**src/rtl/seg7_pkg.sv**
```systemverilog
// rtl/seg7_pkg.sv - shared types and constants for the BCD scan display
// Holds the digit-state enum, the active-low glyph table {g,f,e,d,c,b,a}
// (nibbles 10-15 render as a dash), the blank/off constants and the
// anode pattern lookup.
package seg7_pkg;

    typedef enum logic [1:0] {
        UNITS    = 2'd0,
        TENS     = 2'd1,
        HUNDREDS = 2'd2
    } digit_e;

    localparam logic [6:0] SEG_BLANK = 7'h7F;
    localparam logic [2:0] AN_OFF    = 3'b111;

    localparam logic [6:0] GLYPHS [16] = '{
        7'h40, 7'h79, 7'h24, 7'h30, 7'h19, 7'h12, 7'h02, 7'h78,
        7'h00, 7'h10, 7'h3F, 7'h3F, 7'h3F, 7'h3F, 7'h3F, 7'h3F
    };

    function automatic logic [2:0] an_pattern(input digit_e d);
        case (d)
            UNITS:    an_pattern = 3'b110;
            TENS:     an_pattern = 3'b101;
            HUNDREDS: an_pattern = 3'b011;
            default:  an_pattern = AN_OFF;
        endcase
    endfunction

endpackage

```
**src/rtl/bcd_scan_display_if.sv**
```systemverilog
// rtl/bcd_scan_display_if.sv - word input and display output bundle
// bcd   : packed BCD word [11:8] hundreds, [7:4] tens, [3:0] units
// load  : one-cycle capture strobe for bcd
// seg   : active-low segments {g,f,e,d,c,b,a}
// an    : active-low one-hot digit anodes, an[0] = units
// frame : one-cycle pulse when a new display word is adopted
interface bcd_scan_display_if;
    logic [11:0] bcd;
    logic        load;
    logic [6:0]  seg;
    logic [2:0]  an;
    logic        frame;

    modport master (output bcd, output load, input seg, input an, input frame);
    modport slave  (input bcd, input load, output seg, output an, output frame);
endinterface

```
**src/rtl/bcd_to_seg7.sv**
```systemverilog
// rtl/bcd_to_seg7.sv - combinational nibble to active-low seven-segment decoder
// nibble_i : 4-bit digit value (10-15 decode to a dash)
// seg_o    : active-low segments {g,f,e,d,c,b,a}
module bcd_to_seg7
    import seg7_pkg::*;
(
    input  logic [3:0] nibble_i,
    output logic [6:0] seg_o
);

    assign seg_o = GLYPHS[nibble_i];

endmodule

```
**src/rtl/bcd_scan_display.sv**
```systemverilog
// rtl/bcd_scan_display.sv - time-multiplexed 3-digit common-anode display driver
// clk : single clock, rising edge
// rst : asynchronous active-high reset
// bus : bcd_scan_display_if.slave (bcd/load in, seg/an/frame out)
// Optional: LEADING_ZERO_BLANK_EN blanks leading zero hundreds/tens digits.
module bcd_scan_display
    import seg7_pkg::*;
#(
    parameter int CLK_DIV = 50000,
    parameter int DIV_W   = 16
) (
    input  logic               clk,
    input  logic               rst,
    bcd_scan_display_if.slave  bus
);

    logic [DIV_W-1:0] div_cnt_q, div_cnt_d;
    digit_e           state_q, state_d;
    logic [11:0]      disp_q, disp_d;
    logic [11:0]      pend_q, pend_d;
    logic             pend_v_q, pend_v_d;
    logic [6:0]       seg_q, seg_d;
    logic [2:0]       an_q, an_d;
    logic             frame_q, frame_d;

    logic             tc;
    logic             wrap;
    logic [3:0]       nibble;
    logic [6:0]       glyph;
    logic             blank;

    assign tc   = (div_cnt_q == DIV_W'(CLK_DIV - 1));
    assign wrap = tc && (state_q == HUNDREDS);

    // Digit FSM: state register
    always_ff @(posedge clk or posedge rst) begin
        if (rst) begin
            state_q <= UNITS;
        end else begin
            state_q <= state_d;
        end
    end

    // Digit FSM: next state, advancing only at prescaler terminal count
    always_comb begin
        state_d = state_q;
        if (tc) begin
            case (state_q)
                UNITS:    state_d = TENS;
                TENS:     state_d = HUNDREDS;
                HUNDREDS: state_d = UNITS;
                default:  state_d = UNITS;
            endcase
        end
    end

    // Prescaler and word path. A load landing on the wrap cycle bypasses the
    // shadow register so the best-case load-to-display latency is one cycle.
    always_comb begin
        div_cnt_d = tc ? '0 : div_cnt_q + DIV_W'(1);
        disp_d    = disp_q;
        pend_d    = pend_q;
        pend_v_d  = pend_v_q;
        frame_d   = 1'b0;
        if (wrap && bus.load) begin
            disp_d   = bus.bcd;
            pend_v_d = 1'b0;
            frame_d  = 1'b1;
        end else if (wrap && pend_v_q) begin
            disp_d   = pend_q;
            pend_v_d = 1'b0;
            frame_d  = 1'b1;
        end else if (bus.load) begin
            pend_d   = bus.bcd;
            pend_v_d = 1'b1;
        end
    end

    // Digit mux feeding the single decoder
    always_comb begin
        case (state_q)
            UNITS:    nibble = disp_q[3:0];
            TENS:     nibble = disp_q[7:4];
            HUNDREDS: nibble = disp_q[11:8];
            default:  nibble = disp_q[3:0];
        endcase
    end

`ifdef LEADING_ZERO_BLANK_EN
    // Units is never blanked so a zero value still shows a single "0".
    always_comb begin
        case (state_q)
            TENS:     blank = (disp_q[11:4] == 8'h00);
            HUNDREDS: blank = (disp_q[11:8] == 4'h0);
            default:  blank = 1'b0;
        endcase
    end
`else
    assign blank = 1'b0;
`endif

    bcd_to_seg7 u_dec (
        .nibble_i (nibble),
        .seg_o    (glyph)
    );

    // Digit FSM: outputs. The first cycle of every digit keeps the anodes off
    // while the segments already carry the new glyph, avoiding ghosting.
    always_comb begin
        seg_d = blank ? SEG_BLANK : glyph;
        an_d  = (div_cnt_q == '0) ? AN_OFF : an_pattern(state_q);
    end

    always_ff @(posedge clk or posedge rst) begin
        if (rst) begin
            div_cnt_q <= '0;
            disp_q    <= '0;
            pend_q    <= '0;
            pend_v_q  <= 1'b0;
            seg_q     <= SEG_BLANK;
            an_q      <= AN_OFF;
            frame_q   <= 1'b0;
        end else begin
            div_cnt_q <= div_cnt_d;
            disp_q    <= disp_d;
            pend_q    <= pend_d;
            pend_v_q  <= pend_v_d;
            seg_q     <= seg_d;
            an_q      <= an_d;
            frame_q   <= frame_d;
        end
    end

    assign bus.seg   = seg_q;
    assign bus.an    = an_q;
    assign bus.frame = frame_q;

endmodule

```
**src/flat_wrapper.sv**
```systemverilog
// flat-port wrapper written by rule: the top's interface ports become plain ports
module bcd_scan_display_flat import seg7_pkg::*;
#(
    parameter int CLK_DIV = 50000,
    parameter int DIV_W   = 16
)
  (clk, rst, bus_bcd, bus_load, bus_seg, bus_an, bus_frame);
  bcd_scan_display_if bus_i ();
  input  logic clk;
  input  logic rst;
  input wire logic [$bits(bus_i.bcd)-1:0] bus_bcd;
  input wire logic [$bits(bus_i.load)-1:0] bus_load;
  output wire logic [$bits(bus_i.seg)-1:0] bus_seg;
  output wire logic [$bits(bus_i.an)-1:0] bus_an;
  output wire logic [$bits(bus_i.frame)-1:0] bus_frame;
  assign bus_i.bcd = bus_bcd;
  assign bus_i.load = bus_load;
  assign bus_seg = bus_i.seg;
  assign bus_an = bus_i.an;
  assign bus_frame = bus_i.frame;
  bcd_scan_display #(.CLK_DIV(CLK_DIV), .DIV_W(DIV_W)) u_core (.clk(clk), .rst(rst), .bus(bus_i));
endmodule
```
**config.mk**
```make
export PLATFORM = sky130hd
export DESIGN_NAME = bcd_scan_display_flat
export DESIGN_NICKNAME = d
export VERILOG_FILES = /design/src/rtl/seg7_pkg.sv /design/src/rtl/bcd_scan_display_if.sv /design/src/rtl/bcd_to_seg7.sv /design/src/rtl/bcd_scan_display.sv /design/src/flat_wrapper.sv
export SDC_FILE = /design/constraint.sdc
export NUM_CORES = 1
export LEC_CHECK = 0
export CELL_PAD_IN_SITES_DETAIL_PLACEMENT = 0
export CELL_PAD_IN_SITES_GLOBAL_PLACEMENT = 1
export CORE_MARGIN = 2
export CORE_UTILIZATION = 41
export DETAILED_ROUTE_END_ITERATION = 8
export PLACE_DENSITY = 0.81
export SYNTH_ARGS = -nofsm -noshare
export SYNTH_HDL_FRONTEND = slang
export SYNTH_SLANG_ARGS = --single-unit
```
**constraint.sdc**
```tcl
create_clock -name clk -period 1.79 [get_ports clk]
set_input_delay 0.179 -clock clk [delete_from_list [all_inputs] [get_ports clk]]
set_output_delay 0.179 -clock clk [all_outputs]
set_load 0.005 [all_outputs]
```
Word level (Yosys, flattened, before mapping). Memory sizes are Yosys's and may differ from the RTL's. A register that Yosys moved wholly into a read port is not among the register bits. Index checks and enable logic that the tools add are counted.

Memory bits (read-only): 112. Bits in registers: 47. Memories kept: 1. Output and inout port bits: 11. Input bits: 15. Logic and storage cells: 35.

Memory list: (no name shown) (depth 16, bits a word 7, read ports 1, clocked after Yosys merged registers in 1, wr ports 0, line bcd_to_seg7.sv:11) `assign seg_o = GLYPHS[nibble_i];`.

Muxes and demuxes: 12. Bitwise logic cells: 3. Reductions and logical operators: 8. Equal/unequal tests: 3. $add $sub $neg: 1.

Operators by type and width (count): $mux W12 (2); $add A16 B1 Y16 const B (1); $eq A16 B16 Y1 const B (1); $logic_not A16 Y1 (1); $mux W16 (1); $pmux W3 S3 (1); $pmux W4 S2 (1); $mux W1 (5); $not A4 Y5 (1); $pmux W2 S2 (1); $logic_and A1 B1 Y1 (3); $mux W3 (1); $reduce_and A3 Y1 (1); $reduce_bool A3 Y1 (1); $eq A2 B1 Y1 const B (1); $eq A2 B2 Y1 const B (1); $logic_not A2 Y1 (1); $not A1 Y1 (2); $reduce_bool A2 Y1 (1).

Longest topological paths before layout.
Word-level depth: 5. Depth in mapped cells: 9. Gate-level depth less buffers: 8.

Modules after synthesis. A second synthesis with hierarchy kept.

Cells, all modules: 239. Area total of the unflattened synthesis: 2671.3 µm².

Modules (own cells, without submodules): bcd_scan_display (sequential area each 1363.8 µm², times used 1, area an instance 2466.1 µm², cells each 206); bcd_to_seg7 (sequential area each 0.0 µm², times used 1, area an instance 205.2 µm², cells each 33).

Worst setup path before layout. Ideal clock, no wire load.

Path type: register to register. Start point: reg u_core.state_q[0]. End point: reg u_core.seg_q[3], in the netlist u_core.bus.seg[3]. Setup time: 85 ps. Stages on the path, launching flop included: 9. Data required time: 1705 ps. Data arrival time: 1852 ps. Clock period less this slack: 1937 ps. Buffers on the path: 1. Setup slack: -147 ps. Cell sequence: dfrtp_1 -> inv_1 -> ha_1 -> clkbuf_1 -> nor2_1 -> a21oi_1 -> inv_1 -> ha_1 -> o221ai_1.

Longest elaborated chain between the ends: 3. Elaborated cells on any way between the ends: 4. Those cells by class: 2 x eq/ne; 1 x mux; 1 x bitwise.

RTL lines: from (decl) (line bcd_scan_display.sv:18) `digit_e state_q, state_d;`; from (signal assigned) (line bcd_scan_display.sv:40) `state_q <= state_d;`; $eq A2 B2 Y1 / $eq A2 B1 Y1 (equally long branches) (line bcd_scan_display.sv:81) `case (state_q)`; $pmux W4 S2 * (line bcd_scan_display.sv:81); $not A4 Y5 (implied by the code) * (line bcd_to_seg7.sv:11); to (decl) (line bcd_scan_display.sv:22) `logic [6:0] seg_q, seg_d;`.

Mark *: on every way between the ends. The rest lies on a longest branch, timed or not. A chain may end at the register's enable or synchronous reset.

Worst setup path in the final report.
Start point: reg u_core.div_cnt_q[11]. End point: reg u_core.disp_q[9].

Longest elaborated chain between the ends: 4. Elaborated cells on any way between the ends: 6. Those cells by class: 1 x eq/ne; 1 x mux; 4 x reduce/logical.

RTL lines: from (decl) (line bcd_scan_display.sv:17) `logic [DIV_W-1:0] div_cnt_q, div_cnt_d;`; from (signal assigned) (line bcd_scan_display.sv:124) `div_cnt_q <= div_cnt_d;`; $eq A16 B16 Y1 * (line bcd_scan_display.sv:32) `assign tc = (div_cnt_q == DIV_W'(CLK_DIV - 1));`; $logic_and A1 B1 Y1 * (line bcd_scan_display.sv:33) `assign wrap = tc && (state_q == HUNDREDS);`; $logic_and A1 B1 Y1, on equally long branches (line bcd_scan_display.sv:65, bcd_scan_display.sv:69); $mux W12 / $reduce_bool A2 Y1 (equally long branches); to (signal assigned) (line bcd_scan_display.sv:125) `disp_q <= disp_d;`; to (decl) (line bcd_scan_display.sv:19) `logic [11:0] disp_q, disp_d;`.

Marked as above.

==> impl_metrics.json <==
{
  "period_share": 0.9732,
  "tritoncts_clock_tree": "yes",
  "htree_num_levels": 2,
  "cells_along_the_critical_path": "nor3_1 > buf_4 > nand2_2 > nor3_4 > buf_12 > mux2_2",
  "critical_path.endpoint_type": "register",
  "status": "complete, no violations",
  "layout_min_cycle_time_ns": 1.742,
  "postSynth.topFlopCell": "sky130_fd_sc_hd__dfrtp_1",
  "worst_hold_path_type": "input pin to async pin",
  "ctsHoldBuffers": 0,
  "synth_sequential_area_ratio": 0.5072,
  "chipWidth_um": 84.98,
  "fp-row-count": 29,
  "max_slew_headroom": 0.7376,
  "first_global_vias": 1911,
  "reg2regPathDepth": 6,
  "post-route-drc-count": 0,
  "critical_path.max_stage_delay_ns": 0.42,
  "synth-warning-count": 0,
  "finalSetupViolCount": 0,
  "io_pins": 26,
  "detail_route.wirelength_um": 5151,
  "drtAntennaViolNets": 0,
  "syn-mean-instance-area_um2": 11.11,
  "final_max_slew_viol_count": 0,
  "grt_first_pass_wirelength_um": 8804,
  "number_of_clock_sinks": 54,
  "core_area_mm2": 0.006350,
  "async_flop_share": 1.000,
  "antennaDiodeCount": 0,
  "drt_pre_antenna_iters": 4,
  "antenna_found_initial": 0,
  "die_area_mm2": 0.007222,
  "number_of_clock_buffers_inserted_by_tritoncts": 5,
  "pwr_density_cell_mw_per_mm2": 614.8,
  "via_count": 1856,
  "worstPathArrival_ns": 1.96,
  "unrepaired_setup_endpoints_after_global_routing": "yes",
  "gr-usage-met3": 0.03502,
  "grt.overflow.total": 0,
  "synth.most_common_cell": "sky130_fd_sc_hd__dfrtp_1",
  "required_ns": 2.00,
  "finalWeightedCongestion": 0.7923,
  "cap_viol_max_count": 0,
  "cts_buffer_depth": 2,
  "tightestPinTransition_ns": 0.3894,
  "syn-num-nets": 267,
  "worst_skew_pair.late_latency_ns": 0.31,
  "routed_wire_length_per_instance_um": 13.70,
  "ys_ff_latch": 54,
  "netlist_top_cells_area": "sky130_fd_sc_hd__dfrtp_1, sky130_fd_sc_hd__dfstp_2, sky130_fd_sc_hd__mux2_2, sky130_fd_sc_hd__mux2_4, sky130_fd_sc_hd__ha_1",
  "timing.setup.tns_ns": 0,
  "layout-drive-gt1-share": 0.3512,
  "initial_utilization": 0.4234,
  "post_synth_most_frequent_cells": "sky130_fd_sc_hd__dfrtp_1, sky130_fd_sc_hd__nor2_1, sky130_fd_sc_hd__inv_1",
  "synth.largest_area_cell": "sky130_fd_sc_hd__dfrtp_1",
  "final-hold-violation-count": 0,
  "syn_to_final_growth_pct": 29.13,
  "vdd_drop_max_mv": 0.3869,
  "die_h_um": 84.98,
  "dp.final_hpwl_um": 3579,
  "numPortBuffers": 25,
  "synth_enable_flop_cells": 0,
  "globalRouteMet1Util": 0.1992,
  "mapped_cells": 242,
  "grt_util_all_layers": 0.1511,
  "viasPerCell": 4.936,
  "clock.fmax_mhz": 574.0,
  "cts_root_buffer": "sky130_fd_sc_hd__clkbuf_8",
  "path_clk_slew_ns": 0.11,
  "grt_start_max_net_pins": 44,
  "cellLeakagePower_nw": 1.539,
  "synth_top_area_frac": 0.4095,
  "gr-max-usage-layer": "met2",
  "crit_path_top_delay_cell": "sky130_fd_sc_hd__dfrtp_1",
  "start_to_end_type_of_the_worst_setup_path": "register to register",
  "nets": 323,
  "detailedRoute.firstIterationViolations": 97,
  "timing.critical_path.from_type": "register",
  "post_synth_num_cell_types": 41,
  "maximum_clock_skew_at_final_layout_ns": 0.01357,
  "report.power.total_mw": 2.134,
  "mappedNetlistArea_mm2": 0.002689,
  "path_max_fanout": 12,
  "grtUsageMet2": 0.2521
}
[repair_timing]
action                     in CTS  in global routing
hold endpoints to repair        0                  0
resized for setup               5                 19
buffers inserted                3                  4
pin swaps                       2                  5
setup endpoints to repair      18                 31
[report_power, final]
group	switching (mW)	total, mW	internal [mW]
Combinational	0.0677	0.146	0.0786
Clock	0.434	0.728	0.293
Sequential	0.0130	1.26	1.25
Total	0.515	2.13	1.62
[stage by stage]
step / utilization / hold WS, ns / instances / worst slack, ns / instance area [um^2]
floorplan: - / 0.3295 / 242 / 0.01949 / 2694
global placement: 0.5064 / 0.4665 / 361 / -0.0003543 / 3216
detailed placement: 0.5064 / 0.4715 / 361 / -0.03379 / 3216
CTS: 0.5289 / 0.1263 / 372 / -0.0001641 / 3358
global route: 0.5468 / 0.1522 / 376 / -0.02899 / 3472
finish: 0.5468 / 0.1186 / 376 / 0.04789 / 3472
[worst max-delay path, delay by kind of cell (launching register included)]
family	cells	cell delay (ns)
flip-flops	1	0.42
multiplexers	1	0.34
AND/OR/NAND/NOR	3	0.54
buffers and inverters	2	0.35
[cells by family after synthesis]
kind of cell,Yosys count,share of synthesized area
muxes,26,0.1228
adders and majority gates,10,0.04653
DFF,54,0.5072
AOI/OAI and AO/OA,36,0.07957
xor gates and xnor gates,13,0.04235
buffers and inverters,31,0.05770
and+or+nand+nor,72,0.1438
[path summary, 6_finish.rpt]
| kind | start | to | slack [ns] |
|---|---|---|---|
| min in group clk | bus_bcd[7] | u_core.pend_q[7] | 0.50 |
| worst max-delay path | u_core.div_cnt_q[11] | u_core.disp_q[9] | 0.05 |
| worst min-delay path | rst | u_core.div_cnt_q[3] | 0.12 |
| worst max register to register | u_core.div_cnt_q[11] | u_core.disp_q[9] | 0.05 |
| worst min register to register | u_core.div_cnt_q[11] | u_core.div_cnt_q[11] | 0.50 |
| max in group asynchronous | rst | u_core.bus.an[0] | 1.10 |
[cell type report]
cell class | count | area [um^2]
flip-flops and latches | 54 | 1364
inverters | 21 | 78.83
clock inverters | 3 | 28.78
fillers | 556 | 2878
well taps | 77 | 96.34
clock buffers | 5 | 68.82
repair buffers | 59 | 555.5
multi-input cells | 157 | 1280
[flip-flops by register name, indices dropped and copies added (netlist names)]
name              count
u_core.div_cnt_q     16
u_core.disp_q        12
u_core.pend_q        12
u_core.bus.seg        7
u_core.bus.an         3
u_core.state_q        2
u_core.bus.frame      1
u_core.pend_v_q       1
[layout by cell type, fill, tap and decap left out, drive strengths merged]
| cell type | instances |
|---|---|
| and3 | 2 |
| a21o | 2 |
| clkinv | 1 |
| o211ai | 1 |
| dfrtp | 44 |
| dfstp | 10 |
| a22oi | 4 |
| and2 | 1 |
| clkdlybuf4s50 | 25 |
| a211oi | 1 |
| nor4 | 3 |
| or4 | 1 |
| nor3 | 5 |
| nor2 | 29 |
| nand2 | 9 |
| a21oi | 20 |
| mux2 | 26 |
| nor4b | 1 |
| a31oi | 1 |
| xnor2 | 5 |
| buf | 34 |
| inv | 23 |
| ha | 10 |
| nor2b | 1 |
| o31ai | 2 |
| nand2b | 1 |
| nand4 | 5 |
| clkbuf | 5 |
| and4 | 3 |
| o221ai | 1 |
| nand3 | 11 |
| xor2 | 8 |
| o21ai | 4 |
[layer usage]
layer | vias up | routed length (um)
met2 | 22 | 2555
met1 | 893 | 2416
met5 | - | 0
met3 | 5 | 139
li1 | 936 | -
met4 | 0 | 40
No activity file was read; power rests on OpenSTA's default activity.
